File: config.mk
export PLATFORM = sky130hd
export DESIGN_NAME = addsub_arbiter_flat
export DESIGN_NICKNAME = d
export VERILOG_FILES = /design/src/rtl/addsub_arbiter_pkg.sv /design/src/rtl/addsub_arbiter_if.sv /design/src/rtl/addsub_arbiter_unit.sv /design/src/rtl/addsub_arbiter.sv /design/src/flat_wrapper.sv
export SDC_FILE = /design/constraint.sdc
export NUM_CORES = 1
export LEC_CHECK = 0
export BUFFER_PORTS_ARGS = -buffer_cell sky130_fd_sc_hd__clkbuf_2
export CAP_MARGIN = 40
export CORE_MARGIN = 5
export CORE_UTILIZATION = 30
export DETAILED_ROUTE_END_ITERATION = 7
export SETUP_SLACK_MARGIN = 0.05
export SLEW_MARGIN = 0
export SYNTH_ARGS = -nofsm -noshare
export SYNTH_HDL_FRONTEND = slang
export SYNTH_SLANG_ARGS = --single-unit
File: constraint.sdc
create_clock -name clk -period 5.9 [get_ports clk]
set_clock_uncertainty 0.05 [all_clocks]
set_input_delay 0.59 -clock clk [delete_from_list [all_inputs] [get_ports clk]]
set_output_delay 0.59 -clock clk [all_outputs]
set_load 0.005 [all_outputs]
File: src/rtl/addsub_arbiter_pkg.sv
`default_nettype none
// ============================================================================
// Module  : addsub_arbiter_pkg
// Purpose : Shared widths and types for the two-requester add/subtract
//           arbiter: operand/result widths, FSM state enum, requester index.
// Ports   : none (package)
// Revision: 1.0  initial release
// ============================================================================
package addsub_arbiter_pkg;

  localparam int OPND_W = 3;  // signed operand width
  localparam int RES_W  = 4;  // exact signed result width

  typedef logic signed [OPND_W-1:0] opnd_t;
  typedef logic signed [RES_W-1:0]  res_t;
  typedef logic                     req_id_t;

  typedef enum logic [0:0] {
    IDLE = 1'b0,
    FULL = 1'b1
  } state_e;

endpackage : addsub_arbiter_pkg
`default_nettype wire

File: src/rtl/addsub_arbiter_if.sv
`default_nettype none
// ============================================================================
// Module  : addsub_arbiter_if
// Purpose : Request/response bundle between two requesters, the arbiter and
//           the result consumer.
// Ports   : req0_*/req1_* : valid, ready, a, b, sub per requester
//           rsp_*         : valid, ready, id, sum, ov, digit
//           modport master: requester/consumer side (testbench, upstream)
//           modport slave : arbiter side
// Revision: 1.0  initial release
// ============================================================================
interface addsub_arbiter_if;

  logic                         req0_valid;
  logic                         req0_ready;
  addsub_arbiter_pkg::opnd_t    req0_a;
  addsub_arbiter_pkg::opnd_t    req0_b;
  logic                         req0_sub;

  logic                         req1_valid;
  logic                         req1_ready;
  addsub_arbiter_pkg::opnd_t    req1_a;
  addsub_arbiter_pkg::opnd_t    req1_b;
  logic                         req1_sub;

  logic                         rsp_valid;
  logic                         rsp_ready;
  addsub_arbiter_pkg::req_id_t  rsp_id;
  logic [2:0]                   rsp_sum;
  logic                         rsp_ov;
  logic [3:0]                   rsp_digit;

  modport master (
    output req0_valid, req0_a, req0_b, req0_sub,
    output req1_valid, req1_a, req1_b, req1_sub,
    input  req0_ready, req1_ready,
    input  rsp_valid, rsp_id, rsp_sum, rsp_ov, rsp_digit,
    output rsp_ready
  );

  modport slave (
    input  req0_valid, req0_a, req0_b, req0_sub,
    input  req1_valid, req1_a, req1_b, req1_sub,
    output req0_ready, req1_ready,
    output rsp_valid, rsp_id, rsp_sum, rsp_ov, rsp_digit,
    input  rsp_ready
  );

endinterface : addsub_arbiter_if
`default_nettype wire

File: src/rtl/addsub_arbiter_unit.sv
`default_nettype none
// ============================================================================
// Module  : addsub_unit
// Purpose : Combinational signed 3-bit add/subtract with exact 4-bit result.
// Ports   : a, b  in  3  signed operands
//           sub   in  1  0 = a+b, 1 = a-b
//           digit out 4  exact signed result (-8..+7)
//           sum   out 3  low 3 bits of digit
//           ov    out 1  result does not fit in signed 3 bits
// Revision: 1.0  initial release
// ============================================================================
module addsub_unit
  import addsub_arbiter_pkg::*;
(
  input  opnd_t      a,
  input  opnd_t      b,
  input  logic       sub,
  output res_t       digit,
  output logic [2:0] sum,
  output logic       ov
);

  // One extra bit is enough for any sum or difference of two 3-bit values.
  res_t a_ext;
  res_t b_ext;

  assign a_ext = {a[OPND_W-1], a};
  assign b_ext = {b[OPND_W-1], b};
  assign digit = sub ? (a_ext - b_ext) : (a_ext + b_ext);
  assign sum   = digit[2:0];
  // Fits in 3 bits exactly when the top two bits agree.
  assign ov    = digit[3] ^ digit[2];

endmodule : addsub_unit
`default_nettype wire

File: src/rtl/addsub_arbiter.sv
`default_nettype none
// ============================================================================
// Module  : addsub_arbiter
// Purpose : Round-robin arbiter between two add/subtract requesters feeding a
//           single registered result slot, plus a saturating count of
//           overflowed results handed to the consumer.
// Ports   : clk      in  1      clock, rising edge
//           rst_n    in  1      asynchronous active-low reset
//           bus      slave      request/response bundle (addsub_arbiter_if)
//           ov_count out CNT_W  overflowed results delivered, saturating
// Revision: 1.0  initial release
// ============================================================================
module addsub_arbiter
  import addsub_arbiter_pkg::*;
#(
  parameter int CNT_W = 8
) (
  input  logic              clk,
  input  logic              rst_n,
  addsub_arbiter_if.slave   bus,
  output logic [CNT_W-1:0]  ov_count
);

  localparam logic [0:0] S_IDLE = IDLE;
  localparam logic [0:0] S_FULL = FULL;

  logic [0:0]  state_q;
  req_id_t     last_grant_q;
  req_id_t     rsp_id_q;
  logic [2:0]  rsp_sum_q;
  logic        rsp_ov_q;
  res_t        rsp_digit_q;
  logic [CNT_W-1:0] ov_count_q;

  logic        full;
  logic        slot_open;
  req_id_t     grant;
  logic        accept;
  logic        rsp_fire;
  opnd_t       sel_a;
  opnd_t       sel_b;
  logic        sel_sub;
  res_t        alu_digit;
  logic [2:0]  alu_sum;
  logic        alu_ov;

  assign full = (state_q == S_FULL);

  // Grant is purely combinational so a lone requester is never delayed;
  // only contention consults last_grant.
  always_comb begin
    grant = 1'b0;
    if (bus.req0_valid && bus.req1_valid) begin
      grant = ~last_grant_q;
    end else if (bus.req1_valid) begin
      grant = 1'b1;
    end
  end

  // The slot can take a new result if empty or being drained this cycle.
  // rst_n gating keeps both readys low while reset is held.
  assign slot_open      = rst_n && (!full || bus.rsp_ready);
  assign bus.req0_ready = slot_open && bus.req0_valid && !grant;
  assign bus.req1_ready = slot_open && bus.req1_valid &&  grant;
  assign accept         = bus.req0_ready || bus.req1_ready;
  assign rsp_fire       = full && bus.rsp_ready;

  assign sel_a   = grant ? bus.req1_a   : bus.req0_a;
  assign sel_b   = grant ? bus.req1_b   : bus.req0_b;
  assign sel_sub = grant ? bus.req1_sub : bus.req0_sub;

  addsub_unit u_alu (
    .a     (sel_a),
    .b     (sel_b),
    .sub   (sel_sub),
    .digit (alu_digit),
    .sum   (alu_sum),
    .ov    (alu_ov)
  );

  always_ff @(posedge clk or negedge rst_n) begin
    if (!rst_n) begin
      state_q      <= S_IDLE;
      last_grant_q <= 1'b1;  // requester 0 wins the first contention
      rsp_id_q     <= 1'b0;
      rsp_sum_q    <= '0;
      rsp_ov_q     <= 1'b0;
      rsp_digit_q  <= '0;
      ov_count_q   <= '0;
    end else begin
      if (rsp_fire && rsp_ov_q && (ov_count_q != {CNT_W{1'b1}})) begin
        ov_count_q <= ov_count_q + 1'b1;
      end
      if (accept) begin
        state_q      <= S_FULL;
        last_grant_q <= grant;
        rsp_id_q     <= grant;
        rsp_sum_q    <= alu_sum;
        rsp_ov_q     <= alu_ov;
        rsp_digit_q  <= alu_digit;
      end else if (rsp_fire) begin
        state_q <= S_IDLE;
      end
    end
  end

  assign bus.rsp_valid = full;
  assign bus.rsp_id    = rsp_id_q;
  assign bus.rsp_sum   = rsp_sum_q;
  assign bus.rsp_ov    = rsp_ov_q;
  assign bus.rsp_digit = rsp_digit_q;
  assign ov_count      = ov_count_q;

endmodule : addsub_arbiter
`default_nettype wire
File: src/flat_wrapper.sv
// flat-port wrapper written by rule: the top's interface ports become plain ports
module addsub_arbiter_flat import addsub_arbiter_pkg::*;
#(
  parameter int CNT_W = 8
)
  (clk, rst_n, ov_count, bus_req0_valid, bus_req0_a, bus_req0_b, bus_req0_sub, bus_req1_valid, bus_req1_a, bus_req1_b, bus_req1_sub, bus_req0_ready, bus_req1_ready, bus_rsp_valid, bus_rsp_id, bus_rsp_sum, bus_rsp_ov, bus_rsp_digit, bus_rsp_ready);
  addsub_arbiter_if bus_i ();
  input  logic clk;
  input  logic rst_n;
  output logic [CNT_W-1:0] ov_count;
  input wire logic [$bits(bus_i.req0_valid)-1:0] bus_req0_valid;
  input wire logic [$bits(bus_i.req0_a)-1:0] bus_req0_a;
  input wire logic [$bits(bus_i.req0_b)-1:0] bus_req0_b;
  input wire logic [$bits(bus_i.req0_sub)-1:0] bus_req0_sub;
  input wire logic [$bits(bus_i.req1_valid)-1:0] bus_req1_valid;
  input wire logic [$bits(bus_i.req1_a)-1:0] bus_req1_a;
  input wire logic [$bits(bus_i.req1_b)-1:0] bus_req1_b;
  input wire logic [$bits(bus_i.req1_sub)-1:0] bus_req1_sub;
  output wire logic [$bits(bus_i.req0_ready)-1:0] bus_req0_ready;
  output wire logic [$bits(bus_i.req1_ready)-1:0] bus_req1_ready;
  output wire logic [$bits(bus_i.rsp_valid)-1:0] bus_rsp_valid;
  output wire logic [$bits(bus_i.rsp_id)-1:0] bus_rsp_id;
  output wire logic [$bits(bus_i.rsp_sum)-1:0] bus_rsp_sum;
  output wire logic [$bits(bus_i.rsp_ov)-1:0] bus_rsp_ov;
  output wire logic [$bits(bus_i.rsp_digit)-1:0] bus_rsp_digit;
  input wire logic [$bits(bus_i.rsp_ready)-1:0] bus_rsp_ready;
  assign bus_i.req0_valid = bus_req0_valid;
  assign bus_i.req0_a = bus_req0_a;
  assign bus_i.req0_b = bus_req0_b;
  assign bus_i.req0_sub = bus_req0_sub;
  assign bus_i.req1_valid = bus_req1_valid;
  assign bus_i.req1_a = bus_req1_a;
  assign bus_i.req1_b = bus_req1_b;
  assign bus_i.req1_sub = bus_req1_sub;
  assign bus_req0_ready = bus_i.req0_ready;
  assign bus_req1_ready = bus_i.req1_ready;
  assign bus_rsp_valid = bus_i.rsp_valid;
  assign bus_rsp_id = bus_i.rsp_id;
  assign bus_rsp_sum = bus_i.rsp_sum;
  assign bus_rsp_ov = bus_i.rsp_ov;
  assign bus_rsp_digit = bus_i.rsp_digit;
  assign bus_i.rsp_ready = bus_rsp_ready;
  addsub_arbiter #(.CNT_W(CNT_W)) u_core (.clk(clk), .rst_n(rst_n), .bus(bus_i), .ov_count(ov_count));
endmodule
==> results.yml, run 1 <==
run_status:
  outcome: "finished clean"
routing:
  wl_met1_um: 832
  routed_wl_mm: 1.98
  vias: 810
  routedWlPerCell_um: 11.0
  wl_met3_um: 165
  via_per_inst: 4.50
  drc_errors: 0
  ant_nets: 0
  dr_wl_met2_um: 941
  first_pass_iters: 4
  top_layer: "met4"
  drt_iter0_drc: 16
placement:
  routabilityCongestion: 0.673
  dp_hpwl_mm: 1.69
  placed_area_um2: 1250
  io_buffers: 38
layout:
  finalNetCount: 159
  n_fill_cell: 357
  design_area_um2: 1270
  num_antenna_cells: 0
  drive_gt1_share_pct: 41.8
  area_delta_synth_final_pct: 24.9
  mostFrequentLayoutCells: "clkbuf_2, dfrtp_1, nand2_1"
  layout_commonest_cell: "clkbuf_2"
critical_path:
  crit_start: "bus_req1_valid"
  reg2reg_from: "u_core.last_grant_q$_DFFE_PN1P_"
  startpoint_type: "input port"
  worstPathArrival_ns: 2.52
  cp-end-kind: "flop"
  worstPathRequired_ns: 6.01
  cp_max_fo: 11
  reg2reg_depth: 10
  r2r_slack_ns: 3.51
  reg2reg_to: "u_core.bus.rsp_ov$_DFFE_PN0P_"
  critPathKind: "in -> reg"
clocking:
  cts_root_buf: "clkbuf_4"
  clock-sinks: 16
  post_cts_buffers: 0
  htree_levels: 1
  numCtsBuffers: 3
  clk_latency_ns: 0.28
  cts_resized: 0
  holdBufCountCts: 0
  max-clock-path-buffers: 2
  cts_tree: "yes"
  clk_pin_slew_worst_paths_ns: 0.09
power:
  power_frac_seq_pct: 45.9
  internal-power_uw: 250
  clockPowerShare_pct: 15.3
  pwr-share-comb_pct: 38.8
  switching_power_uw: 132
  p_per_area_nw_per_um2: 301
  p_leak_uw: 0.000625
  p_sw_share_pct: 34.6
  vdd_ir_drop_max_uv: 88.9
  total_power_uw: 383
die:
  num_io_pins: 39
  die-width_um: 68.3
  start_util_pct: 30.8
  core_um2: 3310
  die_h_um: 68.3
  die_area_um2: 4660
  num_rows: 21
run:
  drv_cap: 0
logic_synthesis:
  synth.ff_latch_count: 16
  yosysSeqAreaShare_pct: 39.4
  synth_area_leaders: "dfrtp_1, xnor2_1, xor2_1, mux2_2, ha_1"
  syn_nets: 119
  yosysWarnings: 0
  synth_cell_types: 31
  ys_async_sr_fraction_pct: 100
  avgSynthCellArea_um2: 10.7
  synth-edff-count: 0
  synth_cells: 95
  synthesis.area_um2: 1020
  synth_top_area_share_pct: 36.9
  yosys.area.top_type: "dfrtp_1"
  synth_ff_type: "dfrtp_1"
timing:
  setup_viol: 0
  fin_crit_ns: 2.41
  tightest_slew_ns: 0.422
  fin_crit_sh_pct: 40.8
  tns_ns: 0
  max_freq_mhz: 415
  drv_slew: 0
  finalHoldViolCount: 0
  rsz0062_at_grt: "false"
  relSlewSlack_pct: 71.9
grt:
  antenna_found_initial: 0
  grt_usage_pct: 9.08
  grt.overflow.total: 0
  grt_pass1_vias: 742
  grt_max_degree: 19
  grt_pass1_wl_mm: 3.24
min_path:
  hold_path.class: "in -> async"
[synthesized netlist by cell type (3+ instances only)]
master	count
dfrtp_1	15
nand2_1	11
xnor2_1	9
xor2_1	8
mux2_2	6
ha_1	4
o21ai_1	4
a21o_1	3
buf_4	3
nor2_1	3
o21ai_0	3
[worst max-delay path by stage]
stage                                                to  slack (ns)
after global placement    u_core.bus.rsp_ov$_DFFE_PN0P_        3.22
after floorplan           u_core.bus.rsp_ov$_DFFE_PN0P_        3.27
after global routing      u_core.bus.rsp_ov$_DFFE_PN0P_        3.36
final                     u_core.bus.rsp_ov$_DFFE_PN0P_        3.49
after detailed placement  u_core.bus.rsp_ov$_DFFE_PN0P_        3.16
after CTS                 u_core.bus.rsp_ov$_DFFE_PN0P_        3.46
[power groups by stage]
stage	sequential [µW]	combinational (µW)	clock (µW)
final	176	149	58.5
after global routing	181	170	66.8
after CTS	177	154	60.9
after detailed placement	179	153	0
after global placement	176	151	0
after floorplan	175	99.0	0
[cell families (layout without fill, tap and decap cells)]
group                    after synthesis  in the layout  synth area share, %
AND/OR/NAND/NOR                       25             25                 12.7
buffers and inverters                  6             45                 3.44
flip-flops                            16             16                 39.4
XOR/XNOR                              17             17                 14.6
AO/OA/AOI/OAI                         18             18                 14.4
multiplexers                           8              8                 8.60
adder cells (fa/ha/maj)                5              5                 6.88
[cell type report]
| cell class | count | area (µm²) | share of cell area [%] |
|---|---|---|---|
| inverters | 2 | 7.51 | 0.590 |
| well taps | 46 | 57.6 | 4.52 |
| multi-input cells | 73 | 582 | 45.7 |
| repair buffers | 39 | 198 | 15.5 |
| flip-flops and latches | 16 | 402 | 31.6 |
| clock buffers | 4 | 26.3 | 2.06 |
[stage by stage]
step	hold slack (ns)	util (%)	setup WS [ns]	std cells
floorplan	0.244	-	3.27	95
global placement	0.422	37.6	3.22	176
detailed placement	0.444	37.6	3.16	176
CTS	0.184	38.4	3.46	180
global route	0.195	38.4	3.36	180
finish	0.176	38.4	3.49	180
[flip-flops by register name, summed over array words and instances, names as in the netlist]
name	cells
u_core.bus.rsp_digit	4
u_core.bus.rsp_valid	1
u_core.ov_count	8
u_core.bus.rsp_id	1
u_core.last_grant_q	1
u_core.bus.rsp_ov	1
[worst max-delay path: stages]
cell and delay, ns:
clkbuf_2 0.11, a21boi_0 0.17, buf_4 0.20, mux2_2 0.38, ha_1 0.30, a21o_1 0.17
a21o_1 0.20, xor2_1 0.19, xnor2_1 0.14, o21ai_1 0.07
[metal layers]
metal,global-route usage [%],up-vias
met5,0,-
met4,4.47,0
met3,1.81,4
met2,14.9,26
met1,11.3,372
li1,-,408
(Power assumes the default switching activity.)
==> run 2: changes to the inputs <==
==> constraint.sdc (replaced) <==
create_clock -name clk -period 2 [get_ports clk]
set_clock_uncertainty 0.05 [all_clocks]
set_input_delay 0.2 -clock clk [delete_from_list [all_inputs] [get_ports clk]]
set_output_delay 0.2 -clock clk [all_outputs]
set_load 0.005 [all_outputs]
==> results.yml, run 2 (synthesized netlist as in run 1, its figures left out) <==
power:
  switching_power_uw: 420
  vdd_ir_drop_max_uv: 225
  clockPowerShare_pct: 16.5
  p_per_area_nw_per_um2: 878
  pwr-share-comb_pct: 42.3
  power_frac_seq_pct: 41.2
  p_sw_share_pct: 33.4
  internal-power_uw: 836
  p_leak_uw: 0.000708
layout:
  area_delta_synth_final_pct: 40.4
  finalNetCount: 172
  largest_reg_flops: 8
  design_area_um2: 1430
  drive_gt1_share_pct: 51.0
  n_fill_cell: 335
  multi_input_area_um2: 626
  finish.utilization_pct: 43.2
  instances_no_fill: 193
  ff_latch_area_um2: 402
  num_antenna_cells: 0
  mostFrequentLayoutCells: "clkbuf_2, dfrtp_1, buf_4"
  layout_commonest_cell: "clkbuf_2"
min_path:
  hold_path.class: "in -> reg"
  min_path_cells: 3
placement:
  dp.cells: 184
  io_buffers: 38
  placed_area_um2: 1340
  routabilityCongestion: 0.758
  dp_hpwl_mm: 1.84
timing:
  fin_crit_sh_pct: 113
  setup_viol: 4
  max_freq_mhz: 443
  worst_slack_ns: -0.257
  drv_slew: 0
  relSlewSlack_pct: 76.8
  finalHoldViolCount: 0
  tns_ns: -0.806
  rsz0062_at_grt: "true"
  tightest_slew_ns: 0.349
  fin_crit_ns: 2.26
grt:
  antenna_found_initial: 0
  grt_usage_pct: 9.76
  grt.overflow.total: 0
  grt_pass1_wl_mm: 3.52
  grt_max_degree: 18
  grt_pass1_vias: 837
critical_path:
  worstPathRequired_ns: 2.11
  cp_max_fo: 7
  worstPathArrival_ns: 2.37
  critPathKind: "reg -> reg"
  startpoint_type: "flop"
  cp-end-kind: "flop"
  reg2reg_depth: 8
routing:
  drc_errors: 0
  drt_iter0_drc: 36
  routed_wl_mm: 2.15
  ant_nets: 0
  first_pass_iters: 3
  via_per_inst: 4.49
  vias: 867
  routedWlPerCell_um: 11.1
clocking:
  clock-sinks: 16
  max-clock-path-buffers: 2
  clk_latency_ns: 0.28
  cts_tree: "yes"
  clk_pin_slew_worst_paths_ns: 0.09
  cts_root_buf: "clkbuf_4"
  htree_levels: 1
  numCtsBuffers: 3
run:
  drv_cap: 0
die:
  die_area_um2: 4660
  die-width_um: 68.3
  die_h_um: 68.3
  num_rows: 21
  num_io_pins: 39
  start_util_pct: 30.8
  core_um2: 3310
run_status:
  violations: "setup timing"
  outcome: "complete, but fails checks"
==> run 2: cell count changes in the layout (fill, tap and decap cells not counted), sizes merged <==
cell | previous run | this run
dlygate4sd3 | 0 | 1
buf | 1 | 13
==> run 2: metal layers <==
metal / share of wire (%) / global-route usage (%) / up-vias / wire length (µm)
met4: 0.56 / 3.72 / 0 / 12
met2: 49 / 17.8 / 27 / 1060
li1: - / - / 431 / -
met3: 7.7 / 1.64 / 2 / 165
met1: 42 / 11.2 / 407 / 906
met5: 0 / 0 / - / 0
==> run 2: critical path: stages (launching register included) <==
cell	delay [ns]
dfstp_2	0.56
a21boi_4	0.08
buf_4	0.14
mux2_4	0.32
fa_2	0.41
xor2_2	0.16
xor2_1	0.17
xnor2_1	0.15
o21ai_1	0.08
==> run 2: worst paths after layout <==
path	slack, ns	endpoint	startpoint
min in group asynchronous	0.37	u_core.bus.rsp_valid$_DFFE_PN0P_	rst_n
worst max register to register	-0.26	u_core.bus.rsp_ov$_DFFE_PN0P_	u_core.last_grant_q$_DFFE_PN1P_
worst min-delay path	0.18	u_core.bus.rsp_valid$_DFFE_PN0P_	bus_rsp_ready
worst min register to register	0.43	u_core.bus.rsp_id$_DFFE_PN0P_	u_core.bus.rsp_id$_DFFE_PN0P_
max in group asynchronous	1.28	u_core.last_grant_q$_DFFE_PN1P_	rst_n
worst max-delay path	-0.26	u_core.bus.rsp_ov$_DFFE_PN0P_	u_core.last_grant_q$_DFFE_PN1P_
==> run 2: area by class of cell <==
class                   instances  area share, %
clock buffers                   4           2.54
well taps                      46           4.02
multi-input cells              73           43.7
inverters                       2          0.525
flip-flops and latches         16           28.1
repair buffers                 52           21.1
==> run 2: power by group through the flow <==
stage	Clock [µW]	Combinational (µW)	Sequential, µW
detailed placement	0	513	525
finish	207	531	517
global route	231	598	534
global placement	0	499	518
CTS	217	536	520
floorplan	0	307	517
==> run 2: what timing repair did <==
| item | CTS | global route |
|---|---|---|
| hold buffers | 1 | 0 |
| setup endpoints to repair | 4 | 4 |
| pin swaps | 5 | 5 |
| hold endpoints to repair | 15 | 0 |
| gates resized for setup | 2 | 1 |
| buffers inserted | 1 | 3 |
==> run 2: through the flow <==
stage,hold slack [ns],setup slack [ns],power (µW)
after floorplan,-0.146,-0.182,825
after global placement,0.140,-0.306,1020
after detailed placement,0.133,-0.433,1040
after CTS,0.172,-0.292,1270
after global routing,0.194,-0.390,1360
final,0.183,-0.257,1260
